## config.mk

```make
export PLATFORM = sky130hd
export DESIGN_NAME = display_mux_bcd
export DESIGN_NICKNAME = d
export VERILOG_FILES = /design/src/rtl/display_mux_bcd.sv
export SDC_FILE = /design/constraint.sdc
export NUM_CORES = 1
export LEC_CHECK = 0
export ABC_CLOCK_PERIOD_IN_PS = 1850
export CAP_MARGIN = 25
export CORE_MARGIN = 2
export CORE_UTILIZATION = 47
export DETAILED_ROUTE_END_ITERATION = 8
export PLACE_DENSITY_LB_ADDON = 0.2
export SKIP_LAST_GASP = 1
export SYNTH_ARGS = -nofsm -noshare
export SYNTH_HDL_FRONTEND = slang
export SYNTH_SLANG_ARGS = --single-unit
```

## constraint.sdc

```tcl
create_clock -name clk -period 1.85 [get_ports clk]
set_input_delay 0.555 -clock clk [delete_from_list [all_inputs] [get_ports clk]]
set_output_delay 0.555 -clock clk [all_outputs]
set_load 0.01 [all_outputs]
```

## src/rtl/display_mux_bcd.sv

```systemverilog
// display_mux_bcd: sequential double-dabble BCD converter driving a multiplexed common-anode seven-segment display
module display_mux_bcd #(
  parameter int WIDTH = 9,
  parameter int DIGITS = 4,
  parameter int REFRESH_DIV = 50000,
  parameter bit SIGNED = 0,
  parameter bit LZB = 1
) (
  input logic clk,
  input logic rst,
  input logic [WIDTH-1:0] valor,
  input logic load,
  output logic busy,
  output logic [6:0] SSeg,
  output logic [DIGITS-1:0] an
);
  localparam int NBCD = (3 * WIDTH) / 10 + 1;
  localparam int BW = 4 * NBCD;
  localparam int ND = NBCD > DIGITS ? NBCD : DIGITS;
  localparam int EW = 4 * ND;
  localparam int CW = $clog2(WIDTH + 1);
  localparam int RW = $clog2(REFRESH_DIV);
  localparam int IW = $clog2(DIGITS);
  localparam logic [6:0] GL [16] = '{
    7'h40, 7'h79, 7'h24, 7'h30, 7'h19, 7'h12, 7'h02, 7'h78,
    7'h00, 7'h10, 7'h7F, 7'h7F, 7'h7F, 7'h7F, 7'h7F, 7'h7F
  };
  typedef enum logic {IDLE, CONV} state_t;
  state_t state, state_n;
  logic [CW-1:0] cnt;
  logic [WIDTH-1:0] sh;
  logic [BW-1:0] bcd, adj, bcd_n;
  logic neg, ovf, last;
  logic [EW-1:0] disp;
  logic disp_neg, disp_ovf;
  logic [RW-1:0] rcnt;
  logic [IW-1:0] idx;
  logic [3:0] cur;
  logic [6:0] glyph;
  assign last = cnt == CW'(WIDTH - 1);
  assign busy = state == CONV;
  always_ff @(posedge clk) begin
    state <= rst ? IDLE : state_n;
  end
  always_comb begin
    state_n = state == IDLE ? (load ? CONV : IDLE) : (last ? IDLE : CONV);
  end
  always_comb begin
    adj = '0;
    ovf = 1'b0;
    for (int i = 0; i < NBCD; i++)
      adj[4*i +: 4] = bcd[4*i +: 4] >= 4'd5 ? bcd[4*i +: 4] + 4'd3 : bcd[4*i +: 4];
    bcd_n = BW'({adj, sh[WIDTH-1]});
    for (int i = 0; i < NBCD; i++)
      ovf = ovf | ((i >= DIGITS - int'(neg)) && bcd_n[4*i +: 4] != 4'd0);
  end
  always_ff @(posedge clk) begin
    if (rst) begin
      cnt <= '0;
      sh <= '0;
      bcd <= '0;
      neg <= 1'b0;
      disp <= '0;
      disp_neg <= 1'b0;
      disp_ovf <= 1'b0;
    end else if (state == IDLE) begin
      cnt <= '0;
      bcd <= '0;
      if (load) begin
        neg <= SIGNED && valor[WIDTH-1];
        sh <= (SIGNED && valor[WIDTH-1]) ? -valor : valor;
      end
    end else begin
      cnt <= cnt + CW'(1);
      sh <= sh << 1;
      bcd <= bcd_n;
      if (last) begin
        disp <= EW'(bcd_n);
        disp_neg <= neg;
        disp_ovf <= ovf;
      end
    end
  end
  always_comb begin
    cur = disp[{idx, 2'b00} +: 4];
    glyph = (disp_ovf || (disp_neg && idx == IW'(DIGITS - 1))) ? 7'h3F :
            (LZB && idx != '0 && (disp >> {idx, 2'b00}) == '0) ? 7'h7F : GL[cur];
  end
  always_ff @(posedge clk) begin
    if (rst) begin
      rcnt <= '0;
      idx <= '0;
      SSeg <= 7'b1000000;
      an <= ~DIGITS'(1);
    end else begin
      rcnt <= rcnt == RW'(REFRESH_DIV - 1) ? '0 : rcnt + RW'(1);
      if (rcnt == RW'(REFRESH_DIV - 1))
        idx <= idx == IW'(DIGITS - 1) ? '0 : idx + IW'(1);
      SSeg <= glyph;
      an <= ~(DIGITS'(1) << idx);
    end
  end
endmodule

```

-- After elaboration in Yosys (flattened, before gate mapping)
Memories as Yosys holds them, arrays and structs flattened.
Cells that the tools add are included.
- bits in registers: 67
- ROM bits: 112
- input bits: 12
- output and inout bits: 12
- logic and storage cells: 52
- memories kept: 1
- memory list (name ; words ; width ; rd ports ; clocked after Yosys merged registers in ; wr ports ; RTL line ; text):
    (no name shown) ; 16 ; 7 ; 1 ; 0 ; 0 ; 87 ; (LZB && idx != '0 && (disp >> {idx, 2'b00}) == '0) ? 7'h7F : GL[cur];
- $add $sub $neg: 6
- order comparisons: 4
- eq/ne operators: 3
- shift operators: 3
- muxes and demuxes: 12
- bitwise logic cells: 3
- reduce and logical (&&, ||, !) cells: 9
- operator list (kind ; count):
    $mux 9 ; 2
    $add 16x1->16 const B ; 1
    $eq 16x16->1 const B ; 1
    $logic_not 16->1 ; 1
    $shiftx 16x5->4 ; 1
    $shr 12x4->16 ; 1
    $mux 7 ; 2
    $ge 4x3->1 const B ; 3
    $add 4x2->4 const B ; 2
    $mux 4 ; 2
    $reduce_or 2->1 ; 4
    $mux 6 ; 1
    $ge 5x5->1 const B ; 1
    $not 4->5 ; 1
    $add 4x1->4 const B ; 1
    $eq 4x4->1 const B ; 1
    $not 4->4 ; 1
    $reduce_bool 2->1 ; 2
    $shl 1x2->4 const A ; 1
    $add 3x2->3 const B ; 1
    $mux 1 ; 3
    $mux 3 ; 1
    $add 2x1->2 const B ; 1
    $eq 2x2->1 const B ; 1
    4 further kinds ; 4

-- Logic depth before layout (Yosys ltp)
- depth after elaboration: 6
- gate-level depth with buffers: 9
- gate-level depth less buffers: 8

-- Worst setup path before layout
No wires, ideal clock.
- kind: reg-to-reg
- from: reg idx[0]
- to: reg SSeg[6]
- library setup time: 0.114 ns
- arrival: 1.786 ns
- data required time: 1.736 ns
- slack: -0.050 ns
- stages on the path, launching flop included: 10
- path buffers: 1
- clock period less this slack: 1.900 ns
- cell sequence: dfxtp_1 > buf_2 > mux2i_1 > o22ai_1 > inv_1 > ha_1 > nand3b_1 > o31a_1 > o21ai_0 > a21o_1
- longest elaborated chain between the ends: 5
- elaborated cells on any way between the ends: 10
- classes of those cells: shift: 2; mux: 2; bitwise: 1; reduce/logical: 4; memory: 1
- RTL lines (element ; RTL line ; text):
    from (decl) ; 37 ; logic [IW-1:0] idx;
    from (signal assigned) ; 98 ; idx <= idx == IW'(DIGITS - 1) ? '0 : idx + IW'(1);
    $shiftx 16x5->4 ; 85 ; cur = disp[{idx, 2'b00} +: 4];
    $not 4->5 (implied by the code) ; 87 ;
    $mem_v2 16x7 ; - ;
    $mux 7 (implied by the code) (2 in series) ; 87 ;
    to (signal assigned) ; 99 ; SSeg <= glyph;
    to (decl) ; 14 ; output logic [6:0] SSeg,
Several ways; a longest one is shown, not always the timed one. The select of a mux whose other input is x is not followed.
A chain may end at the register's enable or synchronous reset.

-- Final worst setup path
- from: reg an[0]
- to: out an[0]
- RTL lines (element ; RTL line ; text):
    from (decl) ; 15 ; output logic [DIGITS-1:0] an
    from (signal assigned) ; 94 ; an <= ~DIGITS'(1);
    from (signal assigned) ; 100 ; an <= ~(DIGITS'(1) << idx);
No word-level cell between the ends.

==> results.py <==
metrics = {
    "clocking": {
        "max-clock-path-buffers": 2,
        "cts_root_buf": "clkbuf_8",
        "clkTransAtPathRegs_ns": 0.07,
        "cts_made_buffers": 9,
        "htree_levels": 3,
        "cts_setup_buffers": 0,
        "cts.sinks": 67,
        "holdBufCountCts": 0,
        "cts_tree": "done",
        "insertion_delay_ns": 0.34,
    },
    "worst_setup_path": {
        "crit_family": "buffers and inverters",
        "cpMaxStageDelayCell": "clkdlybuf4s50_1",
        "critPathCaptureType": "output port",
        "path_buf_inv": 1,
        "path_class": "reg2out",
        "cpPeakStageDelay_ns": 0.54,
        "cp-start-kind": "flop",
        "crit_path_max_fanout": 1,
        "worstPathRequired_ns": 1.29,
        "cp_data_arrival_time_ns": 1.22,
        "path_cells": "clkdlybuf4s50_1",
    },
    "global_route": {
        "grt_usage": 0.167,
        "grt_start_max_net_pins": 22,
        "antenna_found_initial": 0,
        "grt_pass1_vias": 2197,
        "globalRouteOverflowTotal": 0,
        "grt_pass1_wl_mm": 9.54,
    },
    "floorplan": {
        "ios": 24,
        "num_rows": 29,
        "fp.dieH_um": 83.7,
        "start_util": 0.478,
        "die_w_um": 83.7,
        "fp.dieArea_mm2": 0.00700,
        "coreArea_mm2": 0.00624,
    },
    "route": {
        "drt_wl_total_mm": 5.26,
        "routed-wl-met3_um": 187,
        "top_layer": "met4",
        "wl_per_cell_um": 11.6,
        "first_pass_iters": 4,
        "via_count": 2253,
        "drc": 0,
        "dr.first_iter.drc_count": 56,
        "drtAntennaViolNets": 0,
        "routed_via_density": 4.96,
        "wl_met2_mm": 2.37,
        "m1WireLength_mm": 2.65,
    },
    "placement": {
        "place.gp.congestion": 0.806,
        "placed_area_mm2": 0.00338,
        "dpl.hpwl_mm": 3.82,
        "portBuffers": 23,
        "place_ws_ns": 0.00378,
        "dp.cells": 439,
    },
    "finish": {
        "drive_gt1_frac": 0.111,
        "final_util": 0.570,
        "area_delta_synth_final_pct": 19.2,
        "nets": 403,
        "layout_common_cells": "66 x nor2_1, 65 x dfxtp_1, 23 x a21oi_1, 23 x clkdlybuf4s50_1, 20 x nand2_1",
        "stdcell_area_mm2": 0.00356,
        "antennaDiodeCount": 0,
        "final_cells": 454,
        "mostFrequentLayoutCell": "nor2_1",
    },
    "timing": {
        "period_share": 0.960,
        "slew_headroom": 0.661,
        "hold_ws_ns": 0.462,
        "rsz0062_at_grt": "false",
        "max_freq_mhz": 563,
        "finalCriticalPeriod_ns": 1.78,
        "setup_ws_ns": 0.0735,
        "totalNegativeSetupSlack_ns": 0,
        "report.final.slew_viol_count": 0,
        "setup_viol": 0,
        "hold_viol_final": 0,
        "worstMarginPinSlew_ns": 0.506,
        "finalClockSkew_ns": 0.00800,
    },
    "power_and_ir_drop": {
        "leakage_nw": 1.34,
        "vdd_drop_max_uv": 417,
        "total_power_mw": 2.64,
        "power_density_mw_per_mm2": 742,
    },
    "yosys": {
        "synthFlopType": "dfxtp_1",
        "yosysSeqAreaShare": 0.450,
        "synth_area_leaders": "dfxtp_1 45%, nor2_1 8.3%, ha_1 7.6%",
        "ys_types": 41,
        "ys_warn_count": 0,
        "synth_top_family_by_area": "simple AND/OR/NAND/NOR gates",
        "avgSynthCellArea_um2": 8.88,
        "synth.ff_latch_count": 67,
        "syn_area_mm2": 0.00298,
        "synth_edf_count": 0,
        "synth-xor-area-share": 0.0558,
        "syn_inst": 336,
        "syn-num-nets": 366,
        "synth.area.mux_share": 0.0587,
        "synth_area_leader_cell": "dfxtp_1",
        "synthArstFlopShare": 0,
        "synth_compound_area_frac": 0.0948,
        "yosys.area_share.simple": 0.221,
        "synth.top_cell.area_share": 0.450,
        "synthAdderAreaFrac": 0.0755,
    },
    "min_path": {
        "hold_class": "reg2reg",
    },
    "run_status": {
        "status": "complete, no violations",
    },
    "run": {
        "max-cap-violations": 0,
    },
}
cell usage after synthesis, types with 6 or more instances:
library cell  instances
dfxtp_1              67
nor2_1               66
a21oi_1              23
nand2_1              20
ha_1                 18
inv_1                16
mux2i_1              13
clkbuf_1             10
o21ai_0              10
xnor2_1              10
nand2b_1              9
xor2_1                9
nand3_1               7
nor2b_1               6
cell families after synthesis:
| kind of cell | Yosys count |
|---|---|
| flops | 67 |
| compound gates | 49 |
| simple gates | 136 |
| fa+ha+maj | 18 |
| xor+xnor | 19 |
| mux | 17 |
| buf+inv | 30 |
layout make-up:
cell class | count | area, µm²
clock buffers | 10 | 138
clock inverters | 5 | 30.0
multi-input cells | 239 | 1520
fillers | 605 | 2690
flip-flops and latches | 67 | 1350
well taps | 77 | 96.3
repair buffers | 40 | 370
inverters | 16 | 60.1
routing by layer:
| layer | track usage | up-vias |
|---|---|---|
| li1 | - | 1193 |
| met1 | 0.205 | 1025 |
| met2 | 0.274 | 31 |
| met3 | 0.0544 | 4 |
| met4 | 0.0616 | 0 |
| met5 | 0 | - |
sequential cells by signal, summed over array words and instances, names as in the netlist:
name and cells:
SSeg 7, an 4, disp 12, idx 2
busy 1, rcnt 16, bcd 12, sh 9
cnt 4
worst paths after layout:
| kind | startpoint | to | slack (ns) | cells past startpoint |
|---|---|---|---|---|
| min | cnt[0] | cnt[0] | 0.46 | 1 |
| max | an[0] | an[0] | 0.07 | 1 |
| min reg2reg | cnt[0] | cnt[0] | 0.46 | 1 |
| max reg2reg | idx[0] | SSeg[0] | 0.14 | 8 |
power breakdown:
part,switching [mW],leakage (nW),internal (mW)
Combinational,0.0633,0.714,0.0664
Clock,0.527,0.0839,0.507
Sequential,0.0143,0.544,1.46
Total,0.605,1.34,2.04
what timing repair did:
action                     4_1_cts  5_1_grt
gates resized for setup          1        4
cloned                           0        0
setup endpoints to repair        5       21
(Power assumes the default switching activity.)
